File: src/rtl/rsa_pkg.sv
// Shared RSA key constants and the encoder FSM state encoding.
// The rsa_decoder and mod_exp benches use the same definitions.
package rsa_pkg;
  localparam int K      = 12;
  localparam int N      = 3551;
  localparam int E      = 5;
  localparam int E_W    = 3;
  localparam int R1_MOD = 545;
  localparam int R2_MOD = 2292;

  typedef enum logic [2:0] {
    S_IDLE, S_CHECK, S_TOMONT, S_SQR, S_MUL, S_FROMMONT, S_DONE
  } rsa_state_t;
endpackage

File: src/rtl/mont_mul.sv
// Radix-2 bit-serial Montgomery multiplier: p = a*b*2^-K mod N.
// Timing: 1 load cycle, K add/shift cycles, 1 correction cycle; done is sampled K+2 edges after start.
module mont_mul #(
  parameter int K = 12,
  parameter int N = 3551
) (
  input  logic         clk,
  input  logic         rst,
  input  logic         start,
  input  logic [K-1:0] a,
  input  logic [K-1:0] b,
  output logic [K-1:0] p,
  output logic         done
);
  localparam int CW = (K > 1) ? $clog2(K) : 1;
  localparam logic [K+1:0] NW = N[K+1:0];

  logic [K-1:0]  r_a, r_b, r_p;
  logic [K+1:0]  r_acc;
  logic [CW-1:0] r_cnt;
  logic          r_run, r_corr, r_done;
  logic [K+1:0]  w_sum, w_red, w_next, w_sub;

  // acc stays below 2N, so acc + b + N < 4N fits in K+2 bits
  assign w_sum  = r_acc + (r_a[0] ? {2'b00, r_b} : '0);
  assign w_red  = w_sum + (w_sum[0] ? NW : '0);
  assign w_next = w_red >> 1;
  assign w_sub  = r_acc - NW;

  always_ff @(posedge clk or posedge rst) begin
    if (rst) begin
      r_a <= '0; r_b <= '0; r_p <= '0; r_acc <= '0; r_cnt <= '0;
      r_run <= 1'b0; r_corr <= 1'b0; r_done <= 1'b0;
    end else begin
      r_done <= 1'b0;
      if (start) begin
        r_a <= a; r_b <= b; r_acc <= '0; r_cnt <= '0;
        r_run <= 1'b1; r_corr <= 1'b0;
      end else if (r_run) begin
        r_acc <= w_next;
        r_a   <= r_a >> 1;
        r_cnt <= r_cnt + 1'b1;
        if (r_cnt == CW'(K-1)) begin
          r_run  <= 1'b0;
          r_corr <= 1'b1;
        end
      end else if (r_corr) begin
        r_corr <= 1'b0;
        r_p    <= (r_acc >= NW) ? w_sub[K-1:0] : r_acc[K-1:0];
        r_done <= 1'b1;
      end
    end
  end

  assign p    = r_p;
  assign done = r_done;
endmodule

File: src/rtl/rsa_encoder.sv
// RSA encrypt c = m^E mod N by left-to-right square-and-multiply in the Montgomery domain.
// Every MM op costs one issue cycle plus the K+2 cycles of mont_mul.
module rsa_encoder #(
  parameter int K      = rsa_pkg::K,
  parameter int N      = rsa_pkg::N,
  parameter int E      = rsa_pkg::E,
  parameter int E_W    = rsa_pkg::E_W,
  parameter int R1_MOD = rsa_pkg::R1_MOD,
  parameter int R2_MOD = rsa_pkg::R2_MOD
) (
  input  logic         clk,
  input  logic         rst,
  input  logic         start,
  input  logic [K-1:0] data_in,
  output logic [K-1:0] data_out,
  output logic         done,
  output logic         busy,
  output logic         err
);
  import rsa_pkg::*;

  localparam int BW = (E_W > 1) ? $clog2(E_W) : 1;
  localparam logic [K-1:0]   NK  = N[K-1:0];
  localparam logic [K-1:0]   R1K = R1_MOD[K-1:0];
  localparam logic [K-1:0]   R2K = R2_MOD[K-1:0];
  localparam logic [K-1:0]   ONE = {{(K-1){1'b0}}, 1'b1};
  localparam logic [E_W-1:0] EV  = E[E_W-1:0];

  rsa_state_t    r_state, w_next;
  logic [K-1:0]  r_m, r_xm, r_acc, r_dout;
  logic [BW-1:0] r_bit;
  logic          r_issued, r_err;
  logic          w_op, w_last, w_mm_start, w_mm_done;
  logic [K-1:0]  w_mm_a, w_mm_b, w_mm_p;

  assign w_op   = (r_state == S_TOMONT) || (r_state == S_SQR) ||
                  (r_state == S_MUL)    || (r_state == S_FROMMONT);
  assign w_last = (r_bit == '0);

  always_comb begin
    w_next     = r_state;
    w_mm_a     = r_acc;
    w_mm_b     = r_acc;
    w_mm_start = w_op && !r_issued;
    case (r_state)
      S_IDLE:  if (start) w_next = S_CHECK;
      S_CHECK: w_next = (r_m >= NK) ? S_DONE : S_TOMONT;
      S_TOMONT: begin
        w_mm_a = r_m;
        w_mm_b = R2K;
        if (w_mm_done) w_next = S_SQR;
      end
      S_SQR: if (w_mm_done) begin
        if (EV[r_bit])   w_next = S_MUL;
        else if (w_last) w_next = S_FROMMONT;
        else             w_next = S_SQR;
      end
      S_MUL: begin
        w_mm_b = r_xm;
        if (w_mm_done) w_next = w_last ? S_FROMMONT : S_SQR;
      end
      S_FROMMONT: begin
        w_mm_b = ONE;
        if (w_mm_done) w_next = S_DONE;
      end
      S_DONE:  w_next = S_IDLE;
      default: w_next = S_IDLE;
    endcase
  end

  always_ff @(posedge clk or posedge rst) begin
    if (rst) r_state <= S_IDLE;
    else     r_state <= w_next;
  end

  always_ff @(posedge clk or posedge rst) begin
    if (rst) begin
      r_m <= '0; r_xm <= '0; r_acc <= '0; r_dout <= '0;
      r_bit <= '0; r_issued <= 1'b0; r_err <= 1'b0;
    end else begin
      if (w_mm_start)     r_issued <= 1'b1;
      else if (w_mm_done) r_issued <= 1'b0;
      case (r_state)
        S_IDLE: if (start) begin
          r_m    <= data_in;
          r_dout <= '0;
          r_err  <= 1'b0;
        end
        S_CHECK: begin
          r_err <= (r_m >= NK);
          r_acc <= R1K;
          r_bit <= BW'(E_W-1);
        end
        S_TOMONT: if (w_mm_done) r_xm <= w_mm_p;
        // a set exponent bit keeps the counter for the following multiply
        S_SQR: if (w_mm_done) begin
          r_acc <= w_mm_p;
          if (!EV[r_bit] && !w_last) r_bit <= r_bit - 1'b1;
        end
        S_MUL: if (w_mm_done) begin
          r_acc <= w_mm_p;
          if (!w_last) r_bit <= r_bit - 1'b1;
        end
        S_FROMMONT: if (w_mm_done) r_dout <= w_mm_p;
        default: ;
      endcase
    end
  end

  mont_mul #(.K(K), .N(N)) u_mm (
    .clk(clk), .rst(rst), .start(w_mm_start),
    .a(w_mm_a), .b(w_mm_b), .p(w_mm_p), .done(w_mm_done)
  );

  assign data_out = r_dout;
  assign done     = (r_state == S_DONE);
  assign busy     = (r_state != S_IDLE);
  assign err      = (r_state == S_DONE) && r_err;
endmodule

File: config.mk
export PLATFORM = sky130hd
export DESIGN_NAME = rsa_encoder
export DESIGN_NICKNAME = d
export VERILOG_FILES = /design/src/rtl/rsa_pkg.sv /design/src/rtl/mont_mul.sv /design/src/rtl/rsa_encoder.sv
export SDC_FILE = /design/constraint.sdc
export NUM_CORES = 1
export LEC_CHECK = 0
export BUFFER_PORTS_ARGS = -buffer_cell sky130_fd_sc_hd__buf_4
export CORE_UTILIZATION = 45
export CTS_CLUSTER_SIZE = 10
export DETAILED_ROUTE_END_ITERATION = 6
export PLACE_DENSITY = 0.58
export SYNTH_ARGS = -nofsm -noshare
export SYNTH_HDL_FRONTEND = slang
export SYNTH_HIERARCHICAL = 1
export SYNTH_SLANG_ARGS = --single-unit
File: constraint.sdc
create_clock -name clk -period 5 [get_ports clk]
set_input_delay 0.5 -clock clk [delete_from_list [all_inputs] [get_ports clk]]
set_output_delay 0.5 -clock clk [all_outputs]
set_load 0.005 [all_outputs]
## After elaboration in Yosys (flattened, before gate mapping)

Cells that the tools add are included.

| word-level totals | value |
|---|---|
| register bits after elaboration | 112 |
| output and inout port bits | 15 |
| logic and storage cells | 113 |
| bits of input ports | 15 |

| cells by class | value |
|---|---|
| equal/unequal tests | 16 |
| $add $sub $neg | 5 |
| magnitude comparators | 3 |
| bitwise operators | 2 |
| muxes and demuxes | 44 |
| reductions and logical operators | 27 |

Operator list:

| operator | number |
|---|---|
| 12-bit two-way mux | 8 |
| 12-bit case mux with 2 select lines | 2 |
| 12-bit case mux with 3 select lines | 1 |
| 14-bit two-way mux | 2 |
| 3-bit two-way mux | 8 |
| 3-bit case mux with 6 select lines | 1 |
| 14-bit by 12-bit adder with 14-bit output | 1 |
| 14-bit adder | 1 |
| 14-bit by 12-bit >= comparator with 1-bit output (second input constant) | 1 |
| 1-bit two-way mux | 13 |
| 12-bit >= comparator (second input constant) | 1 |
| 2-bit by 1-bit != test with 1-bit output (second input constant) | 6 |
| 12-bit subtractor (second input constant) | 1 |
| 5-bit AND reduction | 2 |
| 2-bit nonzero test | 5 |
| 3-bit == test (second input constant) | 3 |
| 2-bit two-way mux | 4 |
| 4-bit two-way mux | 2 |
| 2-bit AND reduction | 4 |
| 3-bit by 2-bit == test with 1-bit output (second input constant) | 2 |
| 2-bit case mux with 3 select lines | 1 |
| 3-bit AND reduction | 2 |
| 3-bit nonzero test | 2 |
| 4-bit by 1-bit adder with 4-bit output (second input constant) | 1 |
| other kinds (15) | 23 |

## Depth between registers and ports, before layout

| depth | value |
|---|---|
| depth after elaboration | 7 |
| depth in mapped cells | 19 |
| gate-level depth less buffers | 18 |

## Cells and area by module

Netlist, hierarchy kept.

By module, submodules not included:

| module | instances | sequential area each (um^2) | area an instance (um^2) | cells an instance |
|---|---|---|---|---|
| mont_mul | 1 | 1401.3 | 3554.7 | 371 |
| rsa_encoder | 1 | 1376.3 | 2746.4 | 262 |

## Worst setup path after synthesis

OpenSTA, ideal clock, no wires.

| timing | value |
|---|---|
| path kind | register to register |
| from | register u_mm.r_a[0] |
| to | register u_mm.r_acc[12] |
| data required time | 4.919 ns |
| stages on the path, launching flop included | 18 |
| clock period less this slack | 3.493 ns |
| setup slack | 1.507 ns |
| arrival time | 3.412 ns |
| setup time | 0.081 ns |
| buffers on the path | 1 |
| cell sequence | dfrtp_1 -> clkbuf_1 -> and2_1 -> ha_1 -> inv_1 -> fa_1 -> nor2b_1 -> o31a_1 -> a21oi_1 -> ha_1 -> nand2_1 -> a21oi_1 -> a211oi_1 -> o31ai_2 -> a31oi_2 -> and4b_1 -> o311a_1 -> nor3_2 |

| between the ends | value |
|---|---|
| cells in the longest elaborated chain, start to end | 6 |

Ends and longest elaborated chain:

| item | line | source |
|---|---|---|
| start: declaration | mont_mul.sv:18 | `logic [K-1:0] r_a, r_b, r_p;` |
| start signal: assignment | mont_mul.sv:41 | `r_a <= r_a >> 1;` |
| 12-bit two-way mux * | mont_mul.sv:25 | `assign w_sum = r_acc + (r_a[0] ? {2'b00, r_b} : '0);` |
| 14-bit by 12-bit adder with 14-bit output * | mont_mul.sv:25 |  |
| 12-bit two-way mux | mont_mul.sv:26 | `assign w_red = w_sum + (w_sum[0] ? NW : '0);` |
| 14-bit adder * | mont_mul.sv:26 |  |
| 14-bit two-way mux * | mont_mul.sv:39 | `end else if (r_run) begin` |
| 14-bit two-way mux * | mont_mul.sv:36 | `if (start) begin` |
| end signal: assignment | mont_mul.sv:40 | `r_acc <= w_next;` |
| end: declaration | mont_mul.sv:19 | `logic [K+1:0] r_acc;` |

Every way passes the cells marked *; elsewhere a longest branch is shown, timed or not. The select of a mux whose other input is x is not followed.
A chain may end at the register's enable or synchronous reset.

## Worst setup path after layout

Same ends and word-level chain as after synthesis.

==> metrics.csv <==
stage,metric,value,unit
run_status,status,"complete, no violations",
critical_path,cp_data_arrival_time,4110,ps
final_layout,drive_gt1_share,17.89,%
critical_path,slowest_delay,520,ps
power,power.density,677.3,nW/um2
clocking,path_clk_slew,80,ps
worst_hold_path,hold_path.class,in -> async,
clocking,cts_tree,built,
die,initial_utilization,46.84,%
synthesis,postSynthCellCount,633,
final_layout,fill_cells,1254,
route,drtIter0Drc,245,
route,drc_errors,0,
synthesis,synth_area_leader_cell,dfrtp_1,
synthesis,synth_ff_type,dfrtp_1,
timing,final_hold_viol_count,0,
synthesis,ys_async_sr_fraction,100.0,%
clocking,cts-root-buf,clkbuf_16,
placed_design,placed_cells_incl_taps,814,
timing,setup_viol,0,
global_route,grt.total_usage,21.88,%
clocking,cts_hold_buf,0,
synthesis,synth.distinct_cells,70,
run,max-cap-violations,0,
synthesis,ys_seq_area_share,44.08,%
synthesis,synth_top_area_share,44.08,%
route,drt-total-wl,14590,um
final_layout,num_antenna_cells,0,
clocking,clock_latency,360,ps
critical_path,slowest_stage,dfrtp_1,
timing,final.min_clock_period,3828,ps
synthesis,yosysWarnings,6,
synthesis,synth_area,6301,um2
synthesis,synth_edf_count,0,
critical_path,endpoint_kind,flop,
global_route,overflow,0,
timing,relSlewSlack,31.71,%
placed_design,dpl-instance-area,6670,um2
timing,finalSetupTns,0,ps
final_layout,final_nets,691,
global_route,grt_pass1_wl,24590,um
global_route,antenna_found_initial,0,
die,die_area,14480,um2
route,wl_per_cell,17.58,um
synthesis,ys_top_cells_by_area,"dfrtp_1, mux2_2, ha_1, nand2_1, a21oi_1",
global_route,first_global_vias,4623,
synthesis,synth.avg_cell_area,9.954,um2
critical_path,startpoint_type,flop,
placed_design,io_buffer_count,29,
die,io_pins,30,
clocking,numCtsBuffers,9,
final_layout,post_layout_nonfiller_instances,830,
route,first_pass_iters,4,
timing,skew,8.622,ps
die,core,13450,um2
power,power,4733,uW
power,irDropWorstVdd,0.0004271,V
synthesis,synthesis.nets,675,
critical_path,worstPathMaxFanout,13,
clocking,post_cts_buffers,0,
die,die_x,120.3,um
power,leakage,0.003078,uW
route,viasPerCell,5.636,
timing,worst_slew_pin_slew,1024,ps
final_layout,syn_to_final_growth,10.90,%
synthesis,synth_most_common_cell,dfrtp_1,
critical_path,r2r_start,u_mm/r_a[0]$_DFFE_PP0P_,
placed_design,gp_congestion,0.8410,
clocking,cts_sinks,111,
clocking,cts_buffer_depth,2,
timing,rsz0062_at_grt,false,
final_layout,final_cell_area,6988,um2
timing,finalCritPeriodShare,76.57,%
critical_path,required,5280,ps
route,dr_total_vias,4678,
critical_path,cp_cell_sequence,and2_1 -> ha_1 -> inv_1 -> fa_1 -> nor2b_1 -> o31a_1 -> a21oi_1 -> ha_1 -> nand2_1 -> a21oi_1 -> a211oi_1 -> o31ai_2 -> a31oi_2 -> and4b_1 -> o311a_1 -> nor3_2,
die,placementRows,42,
global_route,grt_start_max_net_pins,57,
clocking,htreeDepth,3,
timing,drv_slew,0,
timing,fmax,261.2,MHz
clocking,postCtsResizedCells,0,
final_layout,final_util,51.94,%
critical_path,setup.worst_path.class,reg -> reg,
critical_path,crit_start,u_mm/r_a[0]$_DFFE_PP0P_,
synthesis,synthTopCellsByCount,"dfrtp_1, nand2_1, nor2_1, mux2_2, a21oi_1",
route,postRouteAntennaNets,0,
synthesis,ys_ff_latch,111,
die,die_y,120.3,um
placed_design,hpwl,10410,um
-- per-layer routing --
layer	up-vias	global-route usage [%]	share of wire (%)
met1	2304	30.59	49
met4	0	7.948	2.3
met5	-	0	0
met2	71	34.27	47
met3	21	3.538	2.4
li1	2282	-	-
-- worst max-delay path, delay by kind of cell, from the launching register on --
kind	cells	cell delay (ps)
AND/OR/NAND/NOR	5	780
flip-flops	1	520
buffers and inverters	1	60
AO/OA/AOI/OAI	7	1420
adder cells (fa/ha/maj)	3	940
-- stage by stage --
| stage | hold WS (ps) | setup WS [ps] |
|---|---|---|
| finish | 327.6 | 1172 |
| detailed placement | 493.2 | 1164 |
| global placement | 485.7 | 1309 |
| floorplan | 451.7 | 1507 |
| global route | 344.9 | 876.4 |
| CTS | 339.0 | 1138 |
-- layout make-up --
cell class / count / area (um2) / share of cell area, %
multi-input combinational: 470 / 3323 / 47.56
sequential: 111 / 2778 / 39.75
timing repair buffer: 36 / 270.3 / 3.868
clock buffer: 11 / 242.7 / 3.474
tap: 176 / 220.2 / 3.151
inverter: 21 / 78.83 / 1.128
clock inverter: 5 / 75.07 / 1.074
-- path summary, 6_finish.rpt --
| check | cells after the start | end | slack, ps |
|---|---|---|---|
| worst max register to register | 16 | u_mm/r_acc[12]$_DFFE_PP0P_ | 1170 |
| worst min-delay path | 3 | r_m[4]$_DFFE_PP0P_ | 330 |
| worst min register to register | 1 | u_mm/r_b[10]$_DFFE_PP0P_ | 510 |
| worst max-delay path | 16 | u_mm/r_acc[12]$_DFFE_PP0P_ | 1170 |
| min in group clk | 2 | r_m[5]$_DFFE_PP0P_ | 350 |
| max in group asynchronous | 3 | u_mm/p[3]$_DFFE_PP0P_ | 4160 |
-- layout by cell type, fill, tap and decap left out, types with 8 or more instances in the layout --
cell / netlist / layout
dfrtp_1: 111 / 111
clkbuf_16: 0 / 9
a22o_1: 9 / 9
mux2i_1: 20 / 20
mux2_2: 43 / 43
buf_4: 3 / 36
nand3_1: 15 / 15
nand2_1: 65 / 65
nor2_1: 55 / 54
o21ai_0: 37 / 37
ha_1: 26 / 26
a21oi_1: 42 / 42
inv_1: 19 / 17
a211oi_1: 8 / 8
a22oi_1: 10 / 10
and2_1: 13 / 13
xnor2_1: 18 / 18
xor2_1: 11 / 11
-- logic make-up after synthesis --
family          synth area share (%)
simple gates                   14.00
fa+ha+maj                      5.481
mux                            12.11
flops                          44.08
xor+xnor                       4.388
buf+inv                        3.376
compound gates                 16.56
-- sequential cells by signal, indices dropped and copies added (netlist names), 2 cells and up --
name,count
r_m,12
u_mm/r_a,12
r_state,3
u_mm/r_cnt,4
r_bit,2
u_mm/r_acc,13
u_mm/p,12
u_mm/r_b,12
data_out,12
r_xm,12
r_acc,12
-- power breakdown --
group / total (uW) / switching (uW) / internal, uW / leakage [uW]
clock network: 773 / 358 / 415 / 0.000155
registers: 1630 / 408 / 1220 / 0.00142
logic: 2330 / 1290 / 1050 / 0.00151
Note: power is estimated with default switching activity, not from simulation.
